$ cat src/rtl/pong_pkg.sv
// Shared types and sizing for the pong game controller: phase encoding,
// counter widths and default game timing.
package pong_pkg;

  localparam int unsigned SCORE_W = 4;
  localparam int unsigned RALLY_W = 8;
  localparam int unsigned TIMER_W = 8;

  localparam int unsigned WIN_SCORE_DEF     = 5;
  localparam int unsigned NEWBALL_TICKS_DEF = 120;
  localparam int unsigned OVER_TICKS_DEF    = 180;

  typedef enum logic [1:0] {
    ST_NEWGAME = 2'd0,
    ST_PLAY    = 2'd1,
    ST_NEWBALL = 2'd2,
    ST_OVER    = 2'd3
  } state_e;

endpackage

$ cat src/rtl/pong_game_ctrl_if.sv
// Signal bundle between the pong controller and its surroundings
// (buttons, graphics events, score/text overlay).
interface pong_game_ctrl_if;
  import pong_pkg::*;

  logic [1:0]         btn1;
  logic [1:0]         btn2;
  logic               refr_tick;
  logic               hit;
  logic               miss_l;
  logic               miss_r;
  logic               graph_still;
  logic [1:0]         state_code;
  logic [SCORE_W-1:0] score_l;
  logic [SCORE_W-1:0] score_r;
  logic [RALLY_W-1:0] rally;
  logic               serve_dir;
  logic               winner;
  logic               game_over;

  modport master (
    output btn1, btn2, refr_tick, hit, miss_l, miss_r,
    input  graph_still, state_code, score_l, score_r, rally,
           serve_dir, winner, game_over
  );

  modport slave (
    input  btn1, btn2, refr_tick, hit, miss_l, miss_r,
    output graph_still, state_code, score_l, score_r, rally,
           serve_dir, winner, game_over
  );

endinterface

$ cat src/rtl/pong_tick_timer.sv
// Loadable frame-tick down-counter; holds at zero and flags expiry.
module pong_tick_timer
  import pong_pkg::*;
(
  input  logic               clk,
  input  logic               reset_n,
  input  logic               load_i,
  input  logic [TIMER_W-1:0] load_val_i,
  input  logic               tick_i,
  output logic               done_c_o
);

  logic [TIMER_W-1:0] count_q, count_d;

  // A load wins over a tick arriving in the same cycle.
  always_comb begin
    count_d = count_q;
    if (load_i) begin
      count_d = load_val_i;
    end else if (tick_i && (count_q != '0)) begin
      count_d = count_q - TIMER_W'(1);
    end
  end

  always_ff @(posedge clk or negedge reset_n) begin
    if (!reset_n) begin
      count_q <= '0;
    end else begin
      count_q <= count_d;
    end
  end

  assign done_c_o = (count_q == '0);

endmodule

$ cat src/rtl/pong_game_ctrl.sv
// Pong game sequencer: scores, rally, serve direction and game phases.
// Define PONG_AUTO_SERVE_EN to re-serve without a button press after a point.
module pong_game_ctrl
  import pong_pkg::*;
#(
  parameter int unsigned WIN_SCORE     = WIN_SCORE_DEF,
  parameter int unsigned NEWBALL_TICKS = NEWBALL_TICKS_DEF,
  parameter int unsigned OVER_TICKS    = OVER_TICKS_DEF
) (
  input  logic             clk,
  input  logic             reset_n,
  pong_game_ctrl_if.slave  ctrl_if
);

  localparam logic [SCORE_W-1:0] WIN_VAL = SCORE_W'(WIN_SCORE);
  localparam logic [TIMER_W-1:0] NB_VAL  = TIMER_W'(NEWBALL_TICKS);
  localparam logic [TIMER_W-1:0] OV_VAL  = TIMER_W'(OVER_TICKS);

  state_e             state_q, state_d;
  logic               btn_any_c, btn_any_q, btn_rise_c;
  logic [SCORE_W-1:0] score_l_q, score_l_d, score_r_q, score_r_d;
  logic [SCORE_W-1:0] score_l_inc_c, score_r_inc_c;
  logic [RALLY_W-1:0] rally_q, rally_d;
  logic               serve_dir_q, serve_dir_d;
  logic               winner_q, winner_d;
  logic               graph_still_q, graph_still_d;
  logic               game_over_q, game_over_d;
  logic               timer_load_c, timer_done_c;
  logic [TIMER_W-1:0] timer_val_c;

  assign btn_any_c     = |{ctrl_if.btn1, ctrl_if.btn2};
  assign btn_rise_c    = btn_any_c & ~btn_any_q;
  assign score_l_inc_c = score_l_q + SCORE_W'(1);
  assign score_r_inc_c = score_r_q + SCORE_W'(1);

  pong_tick_timer u_timer (
    .clk        (clk),
    .reset_n    (reset_n),
    .load_i     (timer_load_c),
    .load_val_i (timer_val_c),
    .tick_i     (ctrl_if.refr_tick),
    .done_c_o   (timer_done_c)
  );

  // btn_any_q resets high so a button held through reset is not seen as a rise.
  always_ff @(posedge clk or negedge reset_n) begin
    if (!reset_n) begin
      state_q       <= ST_NEWGAME;
      btn_any_q     <= 1'b1;
      score_l_q     <= '0;
      score_r_q     <= '0;
      rally_q       <= '0;
      serve_dir_q   <= 1'b0;
      winner_q      <= 1'b0;
      graph_still_q <= 1'b1;
      game_over_q   <= 1'b0;
    end else begin
      state_q       <= state_d;
      btn_any_q     <= btn_any_c;
      score_l_q     <= score_l_d;
      score_r_q     <= score_r_d;
      rally_q       <= rally_d;
      serve_dir_q   <= serve_dir_d;
      winner_q      <= winner_d;
      graph_still_q <= graph_still_d;
      game_over_q   <= game_over_d;
    end
  end

  // Phase transitions and timer loading.
  always_comb begin
    state_d      = state_q;
    timer_load_c = 1'b0;
    timer_val_c  = NB_VAL;
    case (state_q)
      ST_NEWGAME: begin
        if (btn_rise_c) state_d = ST_PLAY;
      end
      ST_PLAY: begin
        if (ctrl_if.miss_l && ctrl_if.miss_r) begin
          state_d      = ST_NEWBALL;
          timer_load_c = 1'b1;
        end else if (ctrl_if.miss_l || ctrl_if.miss_r) begin
          timer_load_c = 1'b1;
          if ((ctrl_if.miss_l && (score_r_inc_c == WIN_VAL)) ||
              (ctrl_if.miss_r && (score_l_inc_c == WIN_VAL))) begin
            state_d     = ST_OVER;
            timer_val_c = OV_VAL;
          end else begin
            state_d = ST_NEWBALL;
          end
        end
      end
      ST_NEWBALL: begin
`ifdef PONG_AUTO_SERVE_EN
        if (timer_done_c) state_d = ST_PLAY;
`else
        if (timer_done_c && btn_rise_c) state_d = ST_PLAY;
`endif
      end
      ST_OVER: begin
        if (timer_done_c) state_d = ST_NEWGAME;
      end
      default: state_d = ST_NEWGAME;
    endcase
  end

  // Score/rally/serve updates and phase-derived outputs.
  always_comb begin
    score_l_d   = score_l_q;
    score_r_d   = score_r_q;
    rally_d     = rally_q;
    serve_dir_d = serve_dir_q;
    winner_d    = winner_q;
    case (state_q)
      ST_NEWGAME: begin
        if (btn_rise_c) begin
          score_l_d = '0;
          score_r_d = '0;
          rally_d   = '0;
        end
      end
      ST_PLAY: begin
        if (ctrl_if.miss_l || ctrl_if.miss_r) begin
          rally_d = '0;
          if (ctrl_if.miss_l && !ctrl_if.miss_r) begin
            score_r_d   = score_r_inc_c;
            serve_dir_d = 1'b0;
            if (score_r_inc_c == WIN_VAL) winner_d = 1'b1;
          end else if (ctrl_if.miss_r && !ctrl_if.miss_l) begin
            score_l_d   = score_l_inc_c;
            serve_dir_d = 1'b1;
            if (score_l_inc_c == WIN_VAL) winner_d = 1'b0;
          end
        end else if (ctrl_if.hit && (rally_q != '1)) begin
          rally_d = rally_q + RALLY_W'(1);
        end
      end
      default: ;
    endcase
    graph_still_d = (state_d != ST_PLAY);
    game_over_d   = (state_d == ST_OVER);
  end

  assign ctrl_if.state_code  = state_q;
  assign ctrl_if.graph_still = graph_still_q;
  assign ctrl_if.score_l     = score_l_q;
  assign ctrl_if.score_r     = score_r_q;
  assign ctrl_if.rally       = rally_q;
  assign ctrl_if.serve_dir   = serve_dir_q;
  assign ctrl_if.winner      = winner_q;
  assign ctrl_if.game_over   = game_over_q;

endmodule

$ cat src/flat_wrapper.sv
// flat-port wrapper written by rule: the top's interface ports become plain ports
module pong_game_ctrl_flat import pong_pkg::*;
#(
  parameter int unsigned WIN_SCORE     = WIN_SCORE_DEF,
  parameter int unsigned NEWBALL_TICKS = NEWBALL_TICKS_DEF,
  parameter int unsigned OVER_TICKS    = OVER_TICKS_DEF
)
  (clk, reset_n, ctrl_if_btn1, ctrl_if_btn2, ctrl_if_refr_tick, ctrl_if_hit, ctrl_if_miss_l, ctrl_if_miss_r, ctrl_if_graph_still, ctrl_if_state_code, ctrl_if_score_l, ctrl_if_score_r, ctrl_if_rally, ctrl_if_serve_dir, ctrl_if_winner, ctrl_if_game_over);
  pong_game_ctrl_if ctrl_if_i ();
  input  logic clk;
  input  logic reset_n;
  input wire logic [$bits(ctrl_if_i.btn1)-1:0] ctrl_if_btn1;
  input wire logic [$bits(ctrl_if_i.btn2)-1:0] ctrl_if_btn2;
  input wire logic [$bits(ctrl_if_i.refr_tick)-1:0] ctrl_if_refr_tick;
  input wire logic [$bits(ctrl_if_i.hit)-1:0] ctrl_if_hit;
  input wire logic [$bits(ctrl_if_i.miss_l)-1:0] ctrl_if_miss_l;
  input wire logic [$bits(ctrl_if_i.miss_r)-1:0] ctrl_if_miss_r;
  output wire logic [$bits(ctrl_if_i.graph_still)-1:0] ctrl_if_graph_still;
  output wire logic [$bits(ctrl_if_i.state_code)-1:0] ctrl_if_state_code;
  output wire logic [$bits(ctrl_if_i.score_l)-1:0] ctrl_if_score_l;
  output wire logic [$bits(ctrl_if_i.score_r)-1:0] ctrl_if_score_r;
  output wire logic [$bits(ctrl_if_i.rally)-1:0] ctrl_if_rally;
  output wire logic [$bits(ctrl_if_i.serve_dir)-1:0] ctrl_if_serve_dir;
  output wire logic [$bits(ctrl_if_i.winner)-1:0] ctrl_if_winner;
  output wire logic [$bits(ctrl_if_i.game_over)-1:0] ctrl_if_game_over;
  assign ctrl_if_i.btn1 = ctrl_if_btn1;
  assign ctrl_if_i.btn2 = ctrl_if_btn2;
  assign ctrl_if_i.refr_tick = ctrl_if_refr_tick;
  assign ctrl_if_i.hit = ctrl_if_hit;
  assign ctrl_if_i.miss_l = ctrl_if_miss_l;
  assign ctrl_if_i.miss_r = ctrl_if_miss_r;
  assign ctrl_if_graph_still = ctrl_if_i.graph_still;
  assign ctrl_if_state_code = ctrl_if_i.state_code;
  assign ctrl_if_score_l = ctrl_if_i.score_l;
  assign ctrl_if_score_r = ctrl_if_i.score_r;
  assign ctrl_if_rally = ctrl_if_i.rally;
  assign ctrl_if_serve_dir = ctrl_if_i.serve_dir;
  assign ctrl_if_winner = ctrl_if_i.winner;
  assign ctrl_if_game_over = ctrl_if_i.game_over;
  pong_game_ctrl #(.WIN_SCORE(WIN_SCORE), .NEWBALL_TICKS(NEWBALL_TICKS), .OVER_TICKS(OVER_TICKS)) u_core (.clk(clk), .reset_n(reset_n), .ctrl_if(ctrl_if_i));
endmodule
$ cat config.mk
export PLATFORM = sky130hd
export DESIGN_NAME = pong_game_ctrl_flat
export DESIGN_NICKNAME = d
export VERILOG_FILES = /design/src/rtl/pong_pkg.sv /design/src/rtl/pong_game_ctrl_if.sv /design/src/rtl/pong_tick_timer.sv /design/src/rtl/pong_game_ctrl.sv /design/src/flat_wrapper.sv
export SDC_FILE = /design/constraint.sdc
export NUM_CORES = 1
export LEC_CHECK = 0
export CAP_MARGIN = 40
export CORE_AREA = 2 2 65 67
export CTS_BUF_LIST = sky130_fd_sc_hd__clkbuf_8
export DETAILED_ROUTE_END_ITERATION = 16
export DIE_AREA = 0 0 67 69
export HOLD_SLACK_MARGIN = 0.08
export PLACE_DENSITY = 0.77
export SLEW_MARGIN = 25
export SYNTH_ARGS = -nofsm -noshare
export SYNTH_HDL_FRONTEND = slang
export SYNTH_SLANG_ARGS = --single-unit
$ cat constraint.sdc
create_clock -name clk -period 1.8 [get_ports clk]
set_input_delay 0.36 -clock clk [delete_from_list [all_inputs] [get_ports clk]]
set_output_delay 0.36 -clock clk [all_outputs]
set_load 0.05 [all_outputs]
==> results summary, run 1 <==
The flow ran to the end, and the final reports show no timing, DRC or antenna violations. A synthesized cell averages 9.21 um2. The synthesized design contains 0 enable-type register cells. The maximum number of pins on one net before global-route repair came out at 32. The synthesized cell area came out at 1910 um2. The reported leakage power came out at 1.21 nW. The shortest clock period the worst path allows after layout is 1800 ps.

The port buffer count is 31. For the worst-skew pair, the clock arrives at the later sink with an insertion delay of 290 ps. In the final timing run, aggregate negative setup slack is 0 ps. The Yosys warning count is 0. The highest fanout seen on the critical path came out at 5.

The met2 track utilization from global routing came out at 31.6%. The H-tree depth reported by CTS is 2. The multi-input combinational cell area came out at 1130 um2.

The TritonCTS clock tree is yes. Across the VDD grid, the largest voltage drop is 0.741 mV. Synthesis instantiated 48 different standard cells from the library. In this run the cell area measured after placement is 2480 um2. Of all cell types, the one taking the most synthesized area is dfrtp_1.

The kind of launch point of the worst setup path is a primary input. OpenSTA, run right after detailed placement, puts the worst setup slack at -395 ps. The largest incremental delay on the critical path is 560 ps. The filler cell count in the final layout is 343. The tool flagged a number of max-cap violations equal to 0. The area of all sequential standard cells is 782 um2.

The initial core utilization is 48.7%. In this run the remaining antenna-violating nets after routing total 0. The worst register-to-register path has a depth of 6.

The net count of the finished layout is 300. Headroom to the max-slew limit came out at 70.5%. The number of pins exceeding their max-slew limit in the final report is 0. The die area came out at 4620 um2. The main flop type after synthesis is dfrtp_1. In this run the critical register-to-register path is launched from u_core.u_timer.count_q[3]$_DFFE_PN0P_.

For this design, the sink count on the clock tree is 31. The number of top-level pins is 32. For the worst setup path, the data arrival time is 2010 ps.

The fraction of power consumed by combinational cells is 43.9%. The DRC violation count after routing came out at 0. The commonest cells after synthesis are dfrtp_1 (29), nand2_1 (27), o21ai_0 (15). The placeable core region is 3910 um2.

The number of global-route vias before repair is 1,623. The total via count in the routed design came out at 1,762. The first global-routing pass estimated 7310 um of wire. The worst clock skew came out at 7.62 ps. Sequential cells account for 37.3% of the total power. Cell internal power was estimated by the tool at 0.00169 W. The setup-violating endpoint count in the final report is 0. The endpoint identified for the worst register-to-register timing path is u_core.ctrl_if.state_code[0]$_DFF_PN0_.

After synthesis, the share of flip-flops with an asynchronous set or reset is 100%. Net switching is 38.7% of the power. The placer's final routability congestion estimate came out at 0.829.

The total track usage is 20.8%. At the end of the flow the core is filled with cells to 68.1%. The register-to-register setup slack came out at 50 ps. The hold violation count in the final report was 0. Setup repair after global routing could not meet its margin everywhere. The total number of placement rows came out at 23.

The sort of element at the end of the critical path is a flip-flop. For this run, global-route usage on met3 was measured as 5.71%. The total overflow reported by the global router came out at 0. The achievable frequency came out at 556 MHz. The area growth from synthesis to final layout came out at 39.9%.

Traced cell by cell, the critical path runs through clkdlybuf4s50_1 > or4_4 > a31o_4 > o21ba_4 > nand2_1 > o21ai_1. For the pin with the worst max-slew slack, the measured transition is 436 ps. From left edge to right edge, the die measures 67 um.

The detailed placer's ending HPWL came out at 3180 um. The clock-pin slew of the registers on the worst-case setup and hold paths came out at 70 ps. The design draws 0.00277 W. The post-synthesis register bit count came out at 31. The cell sitting at the root of the clock tree is a clkbuf_8. The worst endpoint required time came out at 2010 ps. The post-route netlist has 35.0% of its cells at a drive strength greater than 1. In the global route stage, met1 resource usage came out at 27.8%. The most frequently used cell type in the post-synthesis netlist is dfrtp_1. The share of the clock period used by the worst path after layout is 99.9%. The proportion of power drawn by the clock network came out at 18.8%.

The power density relative to cell area is 1040 nW/um2. In this run the most used layer during global routing was met2. The smallest setup slack after layout is 1.12 ps. The maximum root-to-sink buffer count is 2. TritonCTS created 5 clock buffers.

The path class of the lowest-slack min-delay path is in2async. The initial antenna violation count is 0. Summed over its instances, the top area cell type makes up 38.1% of the synthesized netlist area.

When the netlist entered floorplanning its net count stood at 228. The antenna cell count came out at 0. The die height is 69 um.

The total non-filler cell area in the finished layout came out at 2670 um2. By area the synthesized netlist is led by dfrtp_1 (38%), ha_1 (7.2%), nand2_1 (5.3%). The sequential element share of the synthesized area is 40.8%.

The routed wirelength normalized by instance count came out at 13.7 um. The critical path in this run is classified as in2reg. The power dissipated by switching net loads came out at 0.00107 W. After detailed routing, the number of vias per cell comes to 5.34. The gate count of the mapped netlist is 207. The master of the slowest instance on the critical path is or4_4. The first-iteration detailed-routing DRC count is 111.

The routed wire length is 4510 um. The detailed-routing iteration count for the pre-antenna-repair pass is 4.
==> sequential cells by signal, indices dropped and copies added (netlist names) <==
signal / cells
u_core.ctrl_if.score_r: 4
u_core.ctrl_if.winner: 1
u_core.btn_any_q: 1
u_core.ctrl_if.serve_dir: 1
u_core.ctrl_if.score_l: 4
u_core.ctrl_if.state_code: 2
u_core.ctrl_if.graph_still: 1
u_core.u_timer.count_q: 8
u_core.ctrl_if.game_over: 1
u_core.ctrl_if.rally: 8
==> worst max path at each step <==
stage	cells past startpoint	slack [ps]	startpoint	to
finish	6	1	ctrl_if_btn2[0]	u_core.ctrl_if.rally[1]$_DFFE_PN0P_
detailed placement	6	-390	ctrl_if_btn2[1]	u_core.ctrl_if.rally[4]$_DFFE_PN0P_
floorplan	6	10	u_core.ctrl_if.state_code[1]$_DFF_PN0_	u_core.ctrl_if.rally[4]$_DFFE_PN0P_
global placement	6	-340	ctrl_if_btn2[1]	u_core.ctrl_if.rally[6]$_DFFE_PN0P_
CTS	8	-20	u_core.u_timer.count_q[0]$_DFFE_PN0P_	u_core.u_timer.count_q[0]$_DFFE_PN0P_
global route	5	-80	u_core.u_timer.count_q[2]$_DFFE_PN0P_	u_core.u_timer.count_q[5]$_DFFE_PN0P_
==> critical path: cells and delay by family <==
kind            cells  cell delay [ps]
simple gates        2              640
compound gates      3              600
buf+inv             1              400
==> cell families (layout without fill, tap and decap cells) <==
| logic type | count (synthesis) | count (layout) | share of synthesized area [%] |
|---|---|---|---|
| fa+ha+maj | 11 | 11 | 7.22 |
| compound gates | 43 | 43 | 15.4 |
| simple gates | 93 | 93 | 26.8 |
| mux | 2 | 2 | 1.05 |
| flops | 31 | 31 | 40.8 |
| xor+xnor | 12 | 12 | 5.52 |
| buf+inv | 15 | 88 | 3.22 |
==> final cells by class <==
type | count | share of cell area [%]
clock buffers | 5 | 2.58
clock inverters | 3 | 0.469
inverters | 10 | 1.41
multi-input cells | 161 | 42.3
flip-flops and latches | 31 | 29.3
well taps | 50 | 2.35
repair buffers | 70 | 21.5
==> layout by cell type, fill, tap and decap left out, types with 7 or more instances in the layout <==
cell type         n
nor2_1           14
nand3_1          14
buf_4            58
xnor2_1           9
dfrtp_1          26
nand2_1          27
ha_1              8
clkdlybuf4s50_1   7
o21ai_1          10
o21ai_0           8
inv_1             9
==> power by group through the flow <==
stage | sequential [W] | clock, W | combinational (W)
2_1_floorplan | 0.00119 | 0 | 0.000495
3_3_place_gp | 0.00103 | 0 | 0.00107
3_5_place_dp | 0.00104 | 0 | 0.00108
4_1_cts | 0.00103 | 0.000531 | 0.00116
5_1_grt | 0.00106 | 0.000578 | 0.00134
6_report | 0.00103 | 0.000519 | 0.00121
==> through the flow <==
| stage | hold slack (ps) | instances |
|---|---|---|
| finish | 459 | 330 |
| global route | 460 | 330 |
| CTS | 477 | 328 |
| detailed placement | 468 | 318 |
| global placement | 470 | 318 |
| floorplan | 64.4 | 207 |
==> routing by layer <==
layer | routed length, um | vias up
li1 | - | 878
met5 | 0 | -
met4 | 99 | 0
met3 | 197 | 9
met2 | 2220 | 44
met1 | 2000 | 831
==> repair_timing <==
item,in CTS,in global routing
gates resized for setup,6,21
setup endpoints to repair,14,24
pin swaps,2,11
hold buffers,0,0
buffers inserted,2,2
Power figures use the tool's default switching activity.
==> run 2, diff against run 1 <==
--- a/config.mk
+++ b/config.mk
@@ -8,6 +8,7 @@
 export CAP_MARGIN = 40
 export CORE_AREA = 2 2 65 67
 export CTS_BUF_LIST = sky130_fd_sc_hd__clkbuf_8
+export CTS_CLUSTER_DIAMETER = 120
 export DETAILED_ROUTE_END_ITERATION = 16
 export DIE_AREA = 0 0 67 69
 export HOLD_SLACK_MARGIN = 0.08
==> results of run 2 <==
Same layout as run 1: the final DEF is identical, and so are final timing and power.
==> run 3, diff against run 2 <==
--- a/config.mk
+++ b/config.mk
@@ -6,13 +6,13 @@
 export NUM_CORES = 1
 export LEC_CHECK = 0
 export CAP_MARGIN = 40
-export CORE_AREA = 2 2 65 67
-export CTS_BUF_LIST = sky130_fd_sc_hd__clkbuf_8
+export CORE_AREA = 2 2 67 69
+export CTS_BUF_LIST = sky130_fd_sc_hd__clkbuf_16
 export CTS_CLUSTER_DIAMETER = 120
 export DETAILED_ROUTE_END_ITERATION = 16
-export DIE_AREA = 0 0 67 69
+export DIE_AREA = 0 0 69 71
 export HOLD_SLACK_MARGIN = 0.08
-export PLACE_DENSITY = 0.77
+export PLACE_DENSITY = 0.73
 export SLEW_MARGIN = 25
 export SYNTH_ARGS = -nofsm -noshare
 export SYNTH_HDL_FRONTEND = slang
==> results summary, run 3 (synthesis results as in run 1) <==
The die height came out at 71 um (+2.9%). The fraction of power consumed by combinational cells is 40.1% (-3.8 points). The register-to-register setup slack was 60 ps (about the same). The clock sink count is 31 (unchanged).

The global-route wire length before repair is 7220 um (-1.3%). The insertion delay of the later-clocked pin in the worst-skew pair came out at 270 ps (-20 ps). The first-iteration detailed-routing DRC count came out at 102 (-8.1%). The total via count in the routed design is 1,763 (+0.057%). The routed wire length is 4380 um (-3.0%). The final antenna-violating net count came out at 0 (unchanged). The DRC violation count after routing came out at 0 (unchanged). The worst voltage drop across the vdd grid is 0.595 mV (-20%). The internal power of the cells came to 0.00193 W (+14%).

The non-filler instance count after layout is 331 (+0.30%). The placer's final routability congestion estimate is 0.876 (+5.6%). The fraction of final layout cells with drive strength greater than 1 is 36.2% (+1.2 points).

The worst endpoint required time came out at 1960 ps (-50 ps). TritonCTS built the clock tree. The kind of launch point of the worst setup path is a primary input. The path with the worst hold slack has its endpoint at u_core.ctrl_if.serve_dir$_DFFE_PN0P_.

The proportion of power drawn by the clock network came out at 25.6% (+6.8 points). The setup-violating endpoint count in the final report is 0 (unchanged). The total number of placement rows came out at 24 (+4.3%).

The hold violation count in the final report came to 0 (unchanged). Setup repair after global routing could not meet its margin everywhere. The shortest clock period the worst path allows after layout came out at 1740 ps (-58.3 ps).

The initial core utilization came out at 45.3% (-3.4 points). The library cell used most frequently in the layout, excluding fill and tap cells, is buf_4. The power dissipated by switching net loads came to 0.00110 W (+3.1%). The number of buffers created by CTS is 5 (unchanged). The number of pins exceeding their max-slew limit in the final report came to 0 (unchanged). In the layout the commonest cells are buf_4 (59), nand2_1 (27), dfrtp_1 (26). The achievable frequency came to 575 MHz (+3.4%). The total overflow reported by the global router came out at 0 (unchanged). The maximum number of pins on one net before global-route repair is 32 (unchanged). The power density relative to cell area came out at 1100 nW/um2 (+6.3%). The area growth from synthesis to layout is 44.3%.

The worst hold path stage count came out at 1. The critical path arrival is 1900 ps (-110 ps). The part of the power in registers came to 34.3% (-3.0 points).

The number of top-level pins is 32 (unchanged). The worst setup path is captured at a flip-flop. The initial antenna violation count is 0 (unchanged). The total track usage was 18.3% (-2.5 points).

The count of cells along the worst register-to-register path is 6 (unchanged). The number of maximum-capacitance violations came out at 0 (unchanged). The detailed-routing iteration count for the pre-antenna-repair pass is 4 (unchanged). The placed cell count came to 317 (-0.31%). The flow ran to the end, and the final reports show no timing, DRC or antenna violations. The total number of nets in the final design was 299 (-0.33%). The antenna cell count was 0 (unchanged). In this run the most critical hold path is launched from u_core.ctrl_if.serve_dir$_DFFE_PN0P_. The placeable core region came to 4200 um2 (+7.4%).

The origin of the critical flop-to-flop path is u_core.u_timer.count_q[3]$_DFFE_PN0P_. The H-tree depth reported by CTS came out at 2 (unchanged). The die area is 4900 um2 (+6.0%). The reported leakage power came to 1.25 nW (+3.7%). The die width came out at 69 um (+3.0%). The number of global-route vias before repair came out at 1,582 (-2.5%). The share of total power consumed by net switching is 36.4% (-2.3 points).

The worst setup path is of the in2reg kind. The clock-pin slew of the registers on the worst-case setup and hold paths is 50 ps (-20 ps). The detail-routed via count per cell was 5.33 (-0.25%). The actual slew at the worst max-slew pin is 418 ps (-17.4 ps). The maximum root-to-sink buffer count came out at 2 (unchanged). The highest fanout seen on the critical path is 8 (+3). The worst clock skew was 2.62 ps (-5.01 ps). The worst relative slew slack came out at 72.1% (+1.6 points).

The share of the clock period used by the worst path after layout is 96.7% (-3.2 points). The final core area utilization came to 65.4% (-2.7 points). The routed wirelength normalized by instance count is 13.2 um (-3.3%).

The detailed placer's ending HPWL came out at 3130 um (-1.5%). The endpoint identified for the worst register-to-register timing path is u_core.ctrl_if.state_code[0]$_DFF_PN0_. Clock tree synthesis selected as its root buffer the cell clkbuf_16.

The port buffer count is 31 (unchanged). The worst hold path belongs to the class reg2reg.
==> run 3: cell types whose count changed in the layout (fill, tap and decap cells not counted), sizes merged <==
cell / delta
clkdlybuf4s50: -2
dlymetal6s2s: +2
buf: -1
==> run 3: worst max path at each step <==
stage / cells past startpoint / to / startpoint
detailed placement: 7 / u_core.ctrl_if.score_r[2]$_DFFE_PN0P_ / ctrl_if_btn2[1]
CTS: 7 / u_core.ctrl_if.score_r[2]$_DFFE_PN0P_ / ctrl_if_btn2[1]
finish: 6 / u_core.ctrl_if.rally[0]$_DFFE_PN0P_ / ctrl_if_btn1[1]
global route: 6 / u_core.ctrl_if.state_code[0]$_DFF_PN0_ / u_core.u_timer.count_q[3]$_DFFE_PN0P_
floorplan: 6 / u_core.ctrl_if.rally[4]$_DFFE_PN0P_ / u_core.ctrl_if.state_code[1]$_DFF_PN0_
global placement: 6 / u_core.ctrl_if.rally[4]$_DFFE_PN0P_ / ctrl_if_btn2[1]
==> run 3: metrics by stage <==
step | instance area (um2) | TNS (ps) | hold slack (ps) | setup slack (ps) | power, W
after floorplan | 1910 | 0 | 64.4 | 10.4 | 0.00169
after global placement | 2460 | -7320 | 468 | -357 | 0.00209
after detailed placement | 2460 | -7750 | 471 | -376 | 0.00212
after CTS | 2640 | -1.18 | 486 | -1.18 | 0.00297
after global routing | 2750 | -16.1 | 515 | -13.5 | 0.00323
final | 2750 | 0 | 484 | 59.4 | 0.00303
==> run 3: what timing repair did <==
item / 4_1_cts / 5_1_grt
resized for setup: 5 / 29
hold buffers: 0 / 0
pin swaps: 4 / 14
setup endpoints to repair: 18 / 24
setup buffers: 4 / 2
==> run 3: power by group through the flow <==
stage	Clock, W	Sequential (W)	Combinational, W
global route	0.000820	0.00107	0.00134
detailed placement	0	0.00103	0.00109
finish	0.000777	0.00104	0.00122
global placement	0	0.00103	0.00107
CTS	0.000797	0.00102	0.00115
floorplan	0	0.00119	0.000495
==> run 3: worst max-delay path, stage by stage <==
cell,delay [ps]
clkdlybuf4s50_1,400
or4_4,530
a21oi_4,290
o21ba_4,200
nand2_1,60
o41ai_1,60
==> run 3: layout make-up <==
type                            instances  area, um2
Timing Repair Buffer                   69        563
Tap cell                               52       65.1
Clock inverter                          3       12.5
Fill cell                             340       1460
Inverter                               10       37.5
Sequential cell                        31        782
Multi-Input combinational cell        161       1160
Clock buffer                            5        125
==> run 3: metal layers <==
metal | GRT usage, % | up-vias | part of all wire, %
li1 | - | 875 | -
met1 | 24.5 | 839 | 45
met2 | 29.0 | 43 | 48
met3 | 3.85 | 6 | 4.7
met4 | 7.63 | 0 | 1.6
met5 | 0 | - | 0
